$ cat src/rtl/fifo_byte_packer_pkg.sv
// Shared definitions for the FIFO byte packer: state encodings and the lane-keep mask helper.
package fifo_byte_packer_pkg;

    localparam logic [0:0] ST_FILL = 1'b0;
    localparam logic [0:0] ST_OUT  = 1'b1;

    // Upper bound on lanes per output word; the mask is built at this width and sliced by users.
    localparam int unsigned MAX_RATIO = 16;

    function automatic logic [MAX_RATIO-1:0] keep_mask(input int unsigned cnt);
        logic [MAX_RATIO-1:0] m;
        m = '0;
        for (int unsigned i = 0; i < MAX_RATIO; i++) begin
            m[i] = (i < cnt);
        end
        return m;
    endfunction

endpackage

$ cat src/rtl/pack_idle_timer.sv
// Counts starved cycles while a partial word is held; expired requests an automatic flush.
module pack_idle_timer #(
    parameter int TIMEOUT   = 16,
    parameter int CNT_WIDTH = 5
) (
    input  logic clk,
    input  logic rst,
    input  logic run,
    input  logic clear,
    output logic expired
);

    localparam logic [CNT_WIDTH-1:0] LIMIT = CNT_WIDTH'(TIMEOUT);
    localparam logic [CNT_WIDTH-1:0] ONE   = CNT_WIDTH'(1);

    logic [CNT_WIDTH-1:0] idle_q, idle_d;

    // Saturates at LIMIT so expired stays asserted until the packer leaves FILL.
    always_comb begin
        idle_d = idle_q;
        if (clear) begin
            idle_d = '0;
        end else if (run && idle_q != LIMIT) begin
            idle_d = idle_q + ONE;
        end
    end

    always_ff @(posedge clk or posedge rst) begin
        if (rst) begin
            idle_q <= '0;
        end else begin
            idle_q <= idle_d;
        end
    end

    assign expired = (TIMEOUT != 0) && (idle_q == LIMIT);

endmodule

$ cat src/rtl/fifo_byte_packer.sv
// Pops DATA_WIDTH-bit FIFO entries and packs PACK_RATIO of them into one valid/ready output word,
// emitting a keep-masked partial word on flush or after a starvation timeout.
module fifo_byte_packer
    import fifo_byte_packer_pkg::*;
#(
    parameter int DATA_WIDTH = 8,
    parameter int PACK_RATIO = 4,
    parameter int TIMEOUT    = 16,
    parameter int CNT_WIDTH  = 5
) (
    input  logic                             clk,
    input  logic                             rst,
    input  logic                             fifo_empty,
    input  logic [DATA_WIDTH-1:0]            fifo_data,
    output logic                             fifo_rd_en,
    input  logic                             flush,
    output logic                             m_valid,
    input  logic                             m_ready,
    output logic [DATA_WIDTH*PACK_RATIO-1:0] m_data,
    output logic [PACK_RATIO-1:0]            m_keep,
    output logic                             busy
);

    localparam int                   WORD_W  = DATA_WIDTH * PACK_RATIO;
    localparam logic [CNT_WIDTH-1:0] RATIO_C = CNT_WIDTH'(PACK_RATIO);
    localparam logic [CNT_WIDTH-1:0] ONE     = CNT_WIDTH'(1);

    logic [0:0]           state_q, state_d;
    logic [CNT_WIDTH-1:0] count_q, count_d;
    logic                 pending_q, pending_d;
    logic                 flush_req_q, flush_req_d;
    logic [WORD_W-1:0]    lanes_q, lanes_d;
    logic [PACK_RATIO-1:0] keep_q, keep_d;
    logic [MAX_RATIO-1:0] keep_full;
    logic                 in_fill, rd_en;
    logic                 idle_run, idle_clear, idle_expired;

    assign in_fill = (state_q == ST_FILL);

    // A flush pulse blocks new reads in its own cycle so only already-issued bytes join the word.
    assign rd_en = in_fill && !fifo_empty && !flush_req_q && !flush
                   && ((count_q + CNT_WIDTH'(pending_q)) < RATIO_C);

    assign keep_full = keep_mask(32'(count_d));

    always_comb begin
        state_d     = state_q;
        count_d     = count_q;
        pending_d   = pending_q;
        flush_req_d = flush_req_q;
        lanes_d     = lanes_q;
        keep_d      = keep_q;
        if (in_fill) begin
            pending_d = rd_en;
            if (pending_q) begin
                lanes_d[count_q*DATA_WIDTH +: DATA_WIDTH] = fifo_data;
                count_d = count_q + ONE;
            end
            if (count_d == RATIO_C || (flush_req_q && count_q != '0 && !pending_q)) begin
                state_d     = ST_OUT;
                keep_d      = keep_full[PACK_RATIO-1:0];
                flush_req_d = 1'b0;
            end else if (count_q == '0 && !pending_q) begin
                // Nothing held or in flight: a flush here would only make an empty word.
                flush_req_d = 1'b0;
            end else begin
                flush_req_d = flush_req_q || flush || idle_expired;
            end
        end else begin
            flush_req_d = flush_req_q || flush;
            if (m_ready) begin
                state_d = ST_FILL;
                count_d = '0;
                lanes_d = '0;
                keep_d  = '0;
            end
        end
    end

    always_ff @(posedge clk or posedge rst) begin
        if (rst) begin
            state_q     <= ST_FILL;
            count_q     <= '0;
            pending_q   <= 1'b0;
            flush_req_q <= 1'b0;
            lanes_q     <= '0;
            keep_q      <= '0;
        end else begin
            state_q     <= state_d;
            count_q     <= count_d;
            pending_q   <= pending_d;
            flush_req_q <= flush_req_d;
            lanes_q     <= lanes_d;
            keep_q      <= keep_d;
        end
    end

    assign idle_run   = in_fill && count_q != '0 && !pending_q && fifo_empty;
    assign idle_clear = rd_en || (state_d != state_q);

    pack_idle_timer #(
        .TIMEOUT   (TIMEOUT),
        .CNT_WIDTH (CNT_WIDTH)
    ) u_idle_timer (
        .clk     (clk),
        .rst     (rst),
        .run     (idle_run),
        .clear   (idle_clear),
        .expired (idle_expired)
    );

    assign fifo_rd_en = rd_en;
    assign m_valid    = (state_q == ST_OUT);
    assign m_data     = lanes_q;
    assign m_keep     = keep_q;
    assign busy       = (count_q != '0) || pending_q || m_valid;

endmodule

$ cat config.mk
export PLATFORM = sky130hd
export DESIGN_NAME = fifo_byte_packer
export DESIGN_NICKNAME = d
export VERILOG_FILES = /design/src/rtl/fifo_byte_packer_pkg.sv /design/src/rtl/pack_idle_timer.sv /design/src/rtl/fifo_byte_packer.sv
export SDC_FILE = /design/constraint.sdc
export NUM_CORES = 1
export LEC_CHECK = 0
export ABC_AREA = 1
export CORE_ASPECT_RATIO = 0.75
export CORE_MARGIN = 1.5
export CORE_UTILIZATION = 46
export CTS_CLUSTER_DIAMETER = 150
export DETAILED_ROUTE_END_ITERATION = 7
export PLACE_DENSITY = 0.81
export SLEW_MARGIN = 20
export SYNTH_ARGS = -nofsm -noshare
export SYNTH_HDL_FRONTEND = slang
export SYNTH_SLANG_ARGS = --single-unit
$ cat constraint.sdc
create_clock -name clk -period 2 [get_ports clk]
set_input_delay 0.4 -clock clk [delete_from_list [all_inputs] [get_ports clk]]
set_output_delay 0.4 -clock clk [all_outputs]
set_load 0.01 [all_outputs]
==> results of run 1 <==
[per-layer routing]
layer  part of all wire  wire length (µm)  track usage  vias up
met2               0.47              3333       0.3524       88
met4              0.011                78      0.05577        0
met1               0.46              3280       0.3517     1185
met5                  0                 0            0        -
met3              0.061               432      0.05066       10
li1                   -                 -            -     1176
[power by group]
part	internal (µW)	total, µW	switching [µW]
registers	1100	1210	111
clock network	497	826	330
logic	833	2110	1270
[cells by family after synthesis]
kind of cell             Yosys count  synth area share
AND/OR/NAND/NOR                  170            0.3377
multiplexers                       1          0.004360
buffers and inverters             40           0.06395
adder cells (fa/ha/maj)            6           0.02907
XOR/XNOR                           4           0.01356
flip-flops                        49            0.4748
AO/OA/AOI/OAI                     33           0.07655
[final cells by class]
type | count | area [µm²] | area share
multi-input combinational | 215 | 1431 | 0.3777
tap | 75 | 93.84 | 0.02476
timing repair buffer | 82 | 769.5 | 0.2030
sequential | 49 | 1227 | 0.3239
clock inverter | 3 | 65.06 | 0.01717
inverter | 33 | 133.9 | 0.03533
clock buffer | 5 | 68.82 | 0.01816
[path summary, 6_finish.rpt]
kind / endpoint / cells past startpoint / slack, ps / start
max: m_data[20] / 13 / -50 / count_q[0]
min reg2reg: m_data[23] / 2 / 510 / m_data[23]
max in group asynchronous: m_data[15] / 3 / 1100 / rst
min: m_valid / 2 / 400 / rst
max reg2reg: m_data[20] / 13 / -50 / count_q[0]
min in group clk: m_data[23] / 2 / 510 / m_data[23]
[metrics by stage]
stage | instance area [µm²] | util | std cells | total power (µW) | worst slack [ps]
6_report | 3790 | 0.7043 | 462 | 4147 | -45.46
3_5_place_dp | 3337 | 0.6201 | 442 | 2824 | -325.1
4_1_cts | 3665 | 0.6810 | 460 | 3948 | -46.08
2_1_floorplan | 2594 | - | 303 | 2268 | 10.22
5_1_grt | 3790 | 0.7043 | 462 | 4391 | -103.8
3_3_place_gp | 3337 | 0.6201 | 442 | 2772 | -329.6
[worst reg2reg max path, stage by stage, from the launching register on]
cell     delay, ps
dfrtp_2        410
inv_4           50
ha_4           160
nand2_4         60
nor2_4          40
ha_4           290
inv_4           40
nor2_4         100
nand4_4        110
buf_6          150
nor3_4         230
nand2_2        140
nand3_1        100
nand2_1         60
[synth_stat cells (3+ instances only)]
cell     count  area share
nor2_1      25       0.036
ha_1         6       0.029
nand4_1      4      0.0097
nand2_2      5       0.012
o21ai_2      8       0.027
inv_2        4      0.0058
inv_1       27       0.039
o21ai_0     17       0.033
buf_1        3      0.0044
nand3_2      7       0.027
o21ai_1      6       0.012
nand3_1     56        0.11
nand2_1     56       0.081
dfrtp_1     49        0.47
xor2_1       4       0.014
nor3_1       4      0.0078
[flip-flops by register name, summed over array words and instances (netlist names)]
register             cells
m_keep                   4
pending_q                1
m_data                  32
m_valid                  1
u_idle_timer.idle_q      5
count_q                  5
flush_req_q              1
[repair_timing]
item / CTS / global route
pin swaps: 21 / 19
resized for setup: 34 / 32
buffers inserted: 9 / 2
gates cloned: 1 / 0
setup endpoints to repair: 27 / 37
==> metrics, run 1 <==
Min Hold Slack 396.5 ps; H-Tree Level Count 2; Worst Path Max Fanout 4; Overall Global Routing Usage 0.2365; EDFF count, synth 0; minimum clock period 2045 ps; ANT nets after route 0; total number of vias 2459; num rows 23; number of port buffers 51; RePlAce Congestion 0.9210; Hold Path Class input port to async pin; period utilisation layout 1.023; P per Cell Area 1094 mW/mm²; RSZ-0062 raised after global routing yes; worst slew pin tran 447.9 ps; Max stage delay on crit path 410 ps; aggregate routed wire length 7.125 mm; post-synthesis net count 322; async set or reset register ratio after synthesis 1.000; Die X-Extent 89.52 µm; number of antenna diodes 0; Final Max Slew Viols 0; final setup vio count 8; CP startpoint kind register; Vias/cell 5.323; crit path capture type register; Avg WL per Cell 15.42 µm; flops & latches, synth 49; first-pass GRT wire length 10.90 mm; Core Area 0.005381 mm²; Layout area overhead 46.75%; drt drc 0; Root Driver clkbuf_8; CP Cell Sequence inv_4 -> ha_4 -> nand2_4 -> nor2_4 -> ha_4 -> inv_4 -> nor2_4 -> nand4_4 -> buf_6 -> nor3_4 -> nand2_2 -> nand3_1 -> nand2_1; Post-Syn Area 0.002582 mm²; vias in the first global route 2277; failing checks negative setup slack; most common cell after layout, fill and taps aside nand2_1; outcome complete, but fails checks; Yosys cell types 33; Mapped Cells 303; Num CTS Buffers 5; grt total ovfl 0; critical path's slowest cell dfrtp_2; Final Hold Vio Count 0; Pre-Repair DR Iteration Count 4; # hold bufs at CTS 0; post-synthesis sequential area ratio 0.4748; critical path's top delay family simple AND/OR/NAND/NOR gates; Max Cap Violations 0; Die Y 67.89 µm; peak supply drop 0.7998 mV; Worst-path clk slew 90 ps; NumNets Final 405; Slew headroom 0.7003; final worst slack -45.46 ps; share of cells above drive strength 1 0.3049; initial core utilization 0.4799; worst endpoint required time 2190 ps; CTS tree built; CP Class register to register; crit path buf inv count 3; Leakage Power 0.001743 µW; io pins 52; die area 0.006078 mm²; worst clock skew 7.155 ps; hpwl dp 4.802 mm; fmax 488.9 MHz; clk sinks 49; Avg Cell Area, Syn 8.523 µm²; clock insertion delay at the later pin of the skew report 300 ps; initial DRC count 211; Yosys warning total 0; clock buffer depth 2; fill count 400; pin count of the biggest net entering global routing 33; most frequent cells in the layout 50 x nand2_1, 49 x clkdlybuf4s50_1, 48 x dfrtp_1, 41 x nand3_1, 26 x buf_4; initial antenna violation count 0; CP arrival 2240 ps; ys flop type dfrtp_1; setup tns final -234.5 ps
Power figures use the tool's default switching activity.
==> inputs of run 2 (changes only) <==
- CTS_CLUSTER_SIZE: default -> 8
- HOLD_SLACK_MARGIN: default -> 0.02
==> results of run 2 <==
The final DEF is identical to that of run 1; final timing and power are the same.
==> inputs of run 3 (changes only) <==
- CTS_CLUSTER_DIAMETER: 150 -> 30
==> results of run 3 <==
The final DEF is identical to that of run 1; final timing and power are the same.
